==> config.mk <==
export PLATFORM = sky130hd
export DESIGN_NAME = song_recorder
export DESIGN_NICKNAME = d
export VERILOG_FILES = /design/src/rtl/song_recorder_pkg.sv /design/src/rtl/song_recorder_note_ram.sv /design/src/rtl/song_recorder.sv
export SDC_FILE = /design/constraint.sdc
export NUM_CORES = 1
export LEC_CHECK = 0
export CAP_MARGIN = 20
export CORE_UTILIZATION = 58
export DETAILED_ROUTE_END_ITERATION = 8
export GPL_ROUTABILITY_DRIVEN = 0
export PLACE_DENSITY_LB_ADDON = 0.08
export RECOVER_POWER = 50
export SLEW_MARGIN = 20
export SYNTH_ARGS = -nofsm -noshare
export SYNTH_HDL_FRONTEND = slang
export SYNTH_SLANG_ARGS = --single-unit
export TNS_END_PERCENT = 10
==> constraint.sdc <==
create_clock -name clk -period 3.7 [get_ports clk]
set_clock_uncertainty 0.05 [all_clocks]
set_input_delay 0.74 -clock clk [delete_from_list [all_inputs] [get_ports clk]]
set_output_delay 0.74 -clock clk [all_outputs]
set_load 0.01 [all_outputs]
==> src/rtl/song_recorder_pkg.sv <==
// Shared piano parameters: mode encodings, note range and datapath widths
// used by the song recording and playback blocks.
package song_recorder_pkg;

   typedef enum logic [1:0] {
      MODE_STOP  = 2'd0,
      MODE_REC   = 2'd1,
      MODE_PLAY  = 2'd2,
      MODE_PAUSE = 2'd3
   } mode_e;

   localparam int unsigned MAX_NOTE_DEF = 21;
   localparam int unsigned NOTE_W       = 5;
   localparam int unsigned CNT_W        = 6;
   localparam int unsigned LEN_W        = 7;

endpackage

==> src/rtl/song_recorder_note_ram.sv <==
// Single-port take memory: synchronous write, synchronous read-first, no reset.
module note_ram #(
   parameter int unsigned DEPTH = 64,
   parameter int unsigned W     = 5,
   parameter int unsigned AW    = 6
) (
   input  logic          clk,
   input  logic          we,
   input  logic [AW-1:0] addr,
   input  logic [W-1:0]  wdata,
   output logic [W-1:0]  rdata
);

   logic [W-1:0] mem [DEPTH];
   logic [W-1:0] rdata_q;

   always_ff @(posedge clk) begin
      if (we) mem[addr] <= wdata;
      rdata_q <= mem[addr];
   end

   assign rdata = rdata_q;

endmodule

==> src/rtl/song_recorder.sv <==
// Piano take recorder: records sanitised notes per beat into note_ram and
// plays them back with pause/resume, tracking take length and end of playback.
module song_recorder
   import song_recorder_pkg::*;
#(
   parameter int unsigned DEPTH    = 64,
   parameter int unsigned MAX_NOTE = MAX_NOTE_DEF
) (
   input  logic              clk,
   input  logic              reset,
   input  logic [1:0]        mode,
   input  logic              beat_tick,
   input  logic [NOTE_W-1:0] key_note,
   output logic [NOTE_W-1:0] music,
   output logic [CNT_W-1:0]  cnt,
   output logic [LEN_W-1:0]  len,
   output logic              full,
   output logic              done
);

   mode_e             mode_c;
   mode_e             prev_mode_q;
   logic              entering_c;
   logic [NOTE_W-1:0] note_c;
   logic [NOTE_W-1:0] music_q, music_d;
   logic [LEN_W-1:0]  ptr_q, ptr_d;
   logic [LEN_W-1:0]  len_q, len_d;
   logic              done_q, done_d;
   logic              full_q, full_d;
   logic              ram_we_c;
   logic [CNT_W-1:0]  ram_addr_c;
   logic [NOTE_W-1:0] ram_rdata;

   assign mode_c     = mode_e'(mode);
   assign entering_c = (mode_c != prev_mode_q);
   assign note_c     = (key_note > NOTE_W'(MAX_NOTE)) ? '0 : key_note;

   // Pointer is one bit wider than cnt so a full 64-slot take can be told
   // apart from an empty one during playback.
   always_comb begin
      ptr_d    = ptr_q;
      len_d    = len_q;
      done_d   = done_q;
      music_d  = music_q;
      ram_we_c = 1'b0;
      case (mode_c)
         MODE_STOP: begin
            ptr_d   = '0;
            music_d = '0;
            done_d  = 1'b0;
         end
         MODE_REC: begin
            music_d = note_c;
            done_d  = 1'b0;
            if (entering_c) begin
               ptr_d = '0;
               len_d = '0;
            end else if (beat_tick && (len_q < LEN_W'(DEPTH))) begin
               ram_we_c = 1'b1;
               ptr_d    = ptr_q + LEN_W'(1);
               len_d    = len_q + LEN_W'(1);
            end
         end
         MODE_PLAY: begin
            if (entering_c) begin
               music_d = '0;
               if (prev_mode_q != MODE_PAUSE) begin
                  ptr_d  = '0;
                  done_d = 1'b0;
               end
            end else if (beat_tick) begin
               if (ptr_q < len_q) begin
                  music_d = ram_rdata;
                  ptr_d   = ptr_q + LEN_W'(1);
               end else begin
                  music_d = '0;
                  done_d  = 1'b1;
               end
            end
         end
         MODE_PAUSE: begin
            music_d = '0;
         end
      endcase
      full_d = (len_d == LEN_W'(DEPTH));
   end

   // Read address runs one slot ahead so the tick cycle already sees mem[cnt].
   assign ram_addr_c = ram_we_c ? ptr_q[CNT_W-1:0] : ptr_d[CNT_W-1:0];

   always_ff @(posedge clk) begin
      if (!reset) begin
         prev_mode_q <= MODE_STOP;
         music_q     <= '0;
         ptr_q       <= '0;
         len_q       <= '0;
         done_q      <= 1'b0;
         full_q      <= 1'b0;
      end else begin
         prev_mode_q <= mode_c;
         music_q     <= music_d;
         ptr_q       <= ptr_d;
         len_q       <= len_d;
         done_q      <= done_d;
         full_q      <= full_d;
      end
   end

   note_ram #(
      .DEPTH (DEPTH),
      .W     (NOTE_W),
      .AW    (CNT_W)
   ) u_note_ram (
      .clk   (clk),
      .we    (ram_we_c),
      .addr  (ram_addr_c),
      .wdata (note_c),
      .rdata (ram_rdata)
   );

   assign music = music_q;
   assign cnt   = ptr_q[CNT_W-1:0];
   assign len   = len_q;
   assign full  = full_q;
   assign done  = done_q;

endmodule

==> results of run 1 <==
-- layout make-up --
class,count,area [um2]
sequential,348,10170
fill,1509,6072
multi-input combinational,520,3561
timing repair buffer,264,2177
clock buffer,40,915.9
tap,319,399.1
clock inverter,23,272.8
inverter,12,45.04
-- worst register-to-register path, cell delays in order (launching register included) --
cell,delay [ns]
dfxtp_1,0.38
inv_1,0.11
ha_1,0.32
nand2_2,0.08
o21a_1,0.27
o211a_4,0.20
o221ai_4,0.31
buf_4,0.22
nor4_4,0.05
buf_4,0.20
a22o_1,0.27
a221oi_2,0.32
a31oi_1,0.20
nor4_1,0.37
nand4_1,0.13
-- synth_stat cells (all sizes together), types with 2 or more instances --
cell and n:
edfxtp 320, nand2b 7, nand3 18, and3 5
nor3 10, and2 8, o21a 5, nor4 14
nand3b 2, dfxtp 28, ha 8, a22oi 80
nand2 58, nor2b 9, xnor2 4, a211oi 11
inv 12, a221oi 36, buf 42, clkbuf 14
o22a 3, a22o 36, a211o 2, a31oi 37
mux2i 15, a21oi 12, o21ai 21, nand4 2
nor2 97, o22ai 3, a31o 5
-- layer usage --
| metal | part of all wire | track usage | wire length, um |
|---|---|---|---|
| met5 | 0.00040 | 0 | 15 |
| met2 | 0.49 | 0.5217 | 18390 |
| met4 | 0.032 | 0.1147 | 1189 |
| met1 | 0.39 | 0.4155 | 14620 |
| met3 | 0.086 | 0.04791 | 3220 |
-- path summary, 6_finish.rpt --
check	endpoint	slack, ns	depth (start not counted)
worst max-delay path	u_note_ram.rdata[4]	0.09	14
worst min-delay path	music[4]	0.45	2
worst max register to register	u_note_ram.rdata[3]	0.12	14
worst min register to register	music[4]	0.45	2
-- cell usage in the layout, fill, tap and decap left out, drive strengths merged, types with 9 or more instances in the layout --
cell type and n:
a211oi 11, a21oi 12, a221oi 36, a22o 36, a22oi 80, a31oi 37, buf 226, clkbuf 49
clkdlybuf4s50 27, clkinv 14, dfxtp 28, edfxtp 320, inv 13, mux2i 15, nand2 58, nand3 18
nor2 97, nor2b 9, nor3 10, nor4 14, o21ai 21
-- flip-flops by register name (all words and copies together), names as in the netlist --
register          cells
done                  1
u_note_ram.mem      320
music                 5
len                   7
full                  1
u_note_ram.rdata      5
ptr_q                 7
prev_mode_q           2
-- metrics by stage --
stage | power [mW] | hold WS [ns]
4_1_cts | 8.165 | 0.4598
6_report | 8.130 | 0.4534
3_3_place_gp | 4.569 | 0.4255
3_5_place_dp | 4.576 | 0.4504
5_1_grt | 8.322 | 0.4802
2_1_floorplan | 4.476 | 0.3848
-- report_power, final --
| part | internal [mW] | switching [mW] | total (mW) |
|---|---|---|---|
| logic | 0.0552 | 0.128 | 0.183 |
| clock network | 2.20 | 1.44 | 3.64 |
| registers | 4.30 | 0.00446 | 4.31 |
| total | 6.56 | 1.57 | 8.13 |
-- logic make-up (layout without fill, tap and decap cells) --
family / count (synthesis) / count (layout) / synth area share
DFF: 348 / 348 / 0.7257
AOI/OAI and AO/OA: 259 / 259 / 0.1461
and+or+nand+nor: 234 / 234 / 0.07866
buffers and inverters: 68 / 339 / 0.02920
muxes: 15 / 15 / 0.01071
adders and majority gates: 8 / 8 / 0.007143
xor gates and xnor gates: 4 / 4 / 0.002500
-- timing repair --
action | CTS | global route
pin swaps | 2 | 7
gates cloned | 0 | 0
gates resized for setup | 3 | 17
hold buffers | 0 | 0
setup buffers | 3 | 4
setup endpoints to repair | 3 | 146
==> results_dict.tcl, run 1 <==
set metrics [dict create \
    status "finished with violations" \
    violations "max-capacitance violations, max-slew violations" \
    layout-drive-gt1-share 0.2610 \
    grt_pass1_wl_um 56390 \
    synth_top_area_share 0.6857 \
    endpoint_kind "register" \
    antenna_found_initial 1 \
    relSlewSlack -0.1840 \
    synth_area_per_cell_um2 14.97 \
    final_util 0.7428 \
    via_per_inst 6.286 \
    grt_pass1_vias 9655 \
    clock_sinks 348 \
    fin_crit_ns 3.605 \
    path_max_fanout 8 \
    clk_path_buf_depth 3 \
    setup-tns-final_ns 0 \
    detail-route-antenna-nets 0 \
    finalHoldViolations 0 \
    h-tree-depth 2 \
    synth-main-ff-cell "edfxtp_1" \
    ir_drop_mv 0.4062 \
    start_kind "primary input" \
    cp_common_cell "buf_4" \
    globalRouteOverflowTotal 0 \
    die_x_um 157.4 \
    p_leak_nw 5.801 \
    pwr_density_cell_nw_per_um2 463.5 \
    setup_viol 0 \
    final_area_um2 17540 \
    ys_ff_latch 348 \
    coreArea_um2 23610 \
    place_inst 1456 \
    syn_to_final_growth_pct 25.17 \
    synthTopCellsByArea "edfxtp_1 69%, a22oi_1 4.3%, dfxtp_1 4.0%" \
    grt_max_degree 44 \
    drtIter0Drc 1108 \
    io_pins 30 \
    critPathTopFamily "buffers and inverters" \
    post-dp-hpwl_um 25890 \
    worst_path_largest_cell_delay_ns 0.50 \
    yosys.area.top_type "edfxtp_1" \
    cts_buffers 35 \
    worstSetupPathType "in -> reg" \
    fin_nets 1199 \
    synth_cells 936 \
    fp.dieH_um 157.4 \
    drt-total-wl_um 37440 \
    cp_data_arrival_time_ns 3.98 \
    path_cells "clkdlybuf4s50_1 -> buf_4 -> nor2b_1 -> o211a_4 -> o221ai_4 -> buf_4 -> nor4_4 -> buf_4 -> buf_4 -> a22o_1 -> a221oi_1 -> a31oi_1 -> and4b_1 -> o211ai_1" \
    maxCapViolCount 1 \
    io_buffers 29 \
    ys_seq_area_frac 0.7257 \
    fmax_mhz 277.4 \
    post-route-period-util 0.9744 \
    place_area_um2 16200 \
    worst_slack_ns 0.09479 \
    yosysWarnings 0 \
    async_flop_share 0 \
    hold_path_class "reg -> reg" \
    slowest_stage "clkdlybuf4s50_1" \
    fp.dieArea_um2 24790 \
    diodes 0 \
    dr_total_vias 9593 \
    dp_slack_ns -0.5721 \
    synth_edf_count 320 \
    clk_pin_slew_worst_paths_ns 0.06 \
    worstHoldStart "music[4]" \
    slew_violations 21 \
    syn_area_um2 14010 \
    grt_usage 0.3120 \
    worst_slew_pin_slew_ns 1.772 \
    firstDrtPassIters 5 \
    clkLatencyLatePin_ns 0.52 \
    critPathBufInv 5 \
    wl_per_cell_um 24.53 \
    root_buffer "clkbuf_16" \
    reg2reg_from "len[5]" \
    cts_tree "yes" \
    cp.required_ns 4.07 \
    ys_types 59 \
    stdcell_count 1526 \
    placementRows 56 \
    critPathLaunch "beat_tick" \
    drc 0 \
    start_util 0.5935 \
    syn_nets 954 \
]
Power figures use the tool's default switching activity.
==> inputs of run 2 (changes only) <==
--- a/config.mk
+++ b/config.mk
@@ -6,7 +6,7 @@
 export NUM_CORES = 1
 export LEC_CHECK = 0
 export CAP_MARGIN = 20
-export CORE_UTILIZATION = 58
+export CORE_UTILIZATION = 55
 export DETAILED_ROUTE_END_ITERATION = 8
 export GPL_ROUTABILITY_DRIVEN = 0
 export PLACE_DENSITY_LB_ADDON = 0.08
==> run 2 against run 1 <==
Against the previous run: the flow still finishes with violations (max-capacitance violations, max-slew violations); final cell count is 0.39% higher; maximum frequency is 0.97% lower; utilization is 4.3 points lower; total power is 0.78% lower; register-to-register slack worse by 0.02 ns; die area is 5.4% higher; sequential cell count stayed put; sequential power hardly changed; clock-buffer cell count is 7 higher; non-clock buffer count is 6 lower; via count is 0.64% lower; worst hold slack worse by 0.019 ns; critical endpoint is now u_note_ram.rdata[0]; largest cell class unchanged; largest power group unchanged.
==> results_dict.tcl, run 2 (synthesized netlist as in run 1, its figures left out) <==
set metrics [dict create \
    status "finished with violations" \
    violations "max-capacitance violations, max-slew violations" \
    place_inst 1466 \
    cts_buffers 36 \
    slew_violations 70 \
    die_x_um 161.6 \
    clk_pin_slew_worst_paths_ns 0.06 \
    p_int_mw 6.512 \
    worstSetupPathType "in -> reg" \
    layout-drive-gt1-share 0.2546 \
    use_met3 0.05521 \
    final_cell_mix "320 x edfxtp_1, 202 x buf_4, 95 x nor2_1" \
    r2r_end "u_note_ram.rdata[0]" \
    drt-total-wl_um 37690 \
    clkLatencyLatePin_ns 0.51 \
    fin_crit_ns 3.640 \
    switching_power_mw 1.554 \
    reg2reg_from "len[4]" \
    worst_slew_pin_slew_ns 1.998 \
    endpoint_kind "register" \
    seqPwrFrac 0.534 \
    final_common_cell "edfxtp_1" \
    fin_nets 1194 \
    r2r_setup_slack_ns 0.10 \
    firstDrtPassIters 5 \
    largest_register "u_note_ram.mem" \
    path_max_fanout 17 \
    pwr_density_cell_nw_per_um2 459.3 \
    crit_path_end "u_note_ram.rdata[0]" \
    power_frac_comb 0.023 \
    post-dp-hpwl_um 25740 \
    hold_buffers 0 \
    p_leak_nw 5.839 \
    io_pins 30 \
    dp_slack_ns -0.6865 \
    antenna_found_initial 0 \
    grt_max_degree 35 \
    p_total_mw 8.066 \
    largest_reg_flops 320 \
    clk_path_buf_depth 3 \
    grt_pass1_vias 9512 \
    critPathLaunch "beat_tick" \
    dr_total_vias 9532 \
    place_area_um2 16280 \
    drtIter0Drc 1101 \
    final_area_um2 17560 \
    maxCapViolCount 3 \
    met2_usage 0.4800 \
    detail-route-antenna-nets 0 \
    grt_util_met1 0.3963 \
    grt-busiest-layer "met2" \
    root_buffer "clkbuf_16" \
    ir_drop_mv 0.4451 \
    fillers 1742 \
    stdcell_count 1532 \
    io_buffers 29 \
    wl_per_cell_um 24.60 \
    cts_tree "yes" \
    cp.required_ns 4.11 \
    cp_data_arrival_time_ns 4.05 \
    rsz0062_at_grt "yes" \
    grt_usage 0.2925 \
    hold_path_class "reg -> reg" \
    finalHoldViolations 0 \
    start_kind "primary input" \
    fmax_mhz 274.7 \
    post-route-period-util 0.9839 \
    grt_pass1_wl_um 56320 \
    setup_viol 0 \
    coreArea_um2 25110 \
    clock_sinks 348 \
    timing.hold.ws_ns 0.4344 \
    globalRouteOverflowTotal 0 \
    start_util 0.5581 \
    h-tree-depth 2 \
    reg2reg_depth 14 \
    syn_to_final_growth_pct 25.33 \
    relSlewSlack -0.3345 \
    fp.dieArea_um2 26120 \
    fp.dieH_um 161.6 \
    diodes 0 \
    via_per_inst 6.222 \
    worst_slack_ns 0.05963 \
    drc 0 \
    pwr-share-clk 0.443 \
    placementRows 58 \
    swShare 0.1927 \
]
-- run 2: changes by cell type in the layout (fill, tap and decap cells not counted), sizes merged --
cell           previous run  this run
clkinvlp                  2         0
inv                      13        12
buf                     226       217
dlymetal6s2s              0         1
clkinv                   14        13
dlygate4sd3               2        15
dlymetal6s4s              0         1
clkbuf                   49        58
clkdlybuf4s50            27        13
bufinv                    6         4
-- run 2: worst min-delay path by stage --
stage / from / end / slack (ns) / cells past startpoint
after global routing: music[4] / music[4] / 0.47 / 2
after detailed placement: ptr_q[6] / ptr_q[6] / 0.42 / 1
after floorplan: ptr_q[6] / ptr_q[6] / 0.38 / 1
final: ptr_q[6] / ptr_q[6] / 0.43 / 1
after CTS: ptr_q[6] / ptr_q[6] / 0.43 / 1
after global placement: ptr_q[6] / ptr_q[6] / 0.42 / 1
-- run 2: power groups by stage --
stage          Clock (mW)  Combinational [mW]  Sequential [mW]
2_1_floorplan           0              0.0834             4.39
3_3_place_gp            0               0.183             4.39
3_5_place_dp            0               0.189             4.39
4_1_cts              3.61               0.190             4.31
5_1_grt              3.76               0.194             4.31
6_report             3.57               0.183             4.31
-- run 2: stage by stage --
step | utilization | TNS, ns
after global placement | 0.6483 | -43.57
after floorplan | - | 0
after CTS | 0.6967 | 0
after detailed placement | 0.6483 | -50.10
after global routing | 0.6995 | -0.1131
final | 0.6995 | 0
-- run 2: worst max-delay path: stages --
cell and delay (ns):
clkdlybuf4s50_1 0.64, nand2b_1 0.16, a31oi_1 0.30, nor2_2 0.10
buf_4 0.15, a32o_2 0.29, nor4_2 0.35, buf_4 0.35
buf_4 0.19, a22o_1 0.19, a221oi_2 0.05, a31oi_2 0.33
nor4_4 0.10, nand2_1 0.09
-- run 2: final cells by class --
class                      count  area [um2]  area share
multi-input combinational    520        3595      0.2047
tap                          330       412.9     0.02351
timing repair buffer         258        2167      0.1234
sequential                   348       10170      0.5790
inverter                      12       45.04    0.002565
clock buffer                  47       984.7     0.05607
clock inverter                17       188.9     0.01076
-- run 2: repair_timing --
item,CTS,global route
cloned,0,0
gates resized for setup,7,16
setup endpoints to repair,3,5
buffers inserted,0,2
pin swaps,2,6
-- run 2: per-layer routing --
layer | share of wire | up-vias
met5 | 0 | -
met4 | 0.026 | 0
met3 | 0.079 | 77
met2 | 0.49 | 474
met1 | 0.41 | 4757
li1 | - | 4224
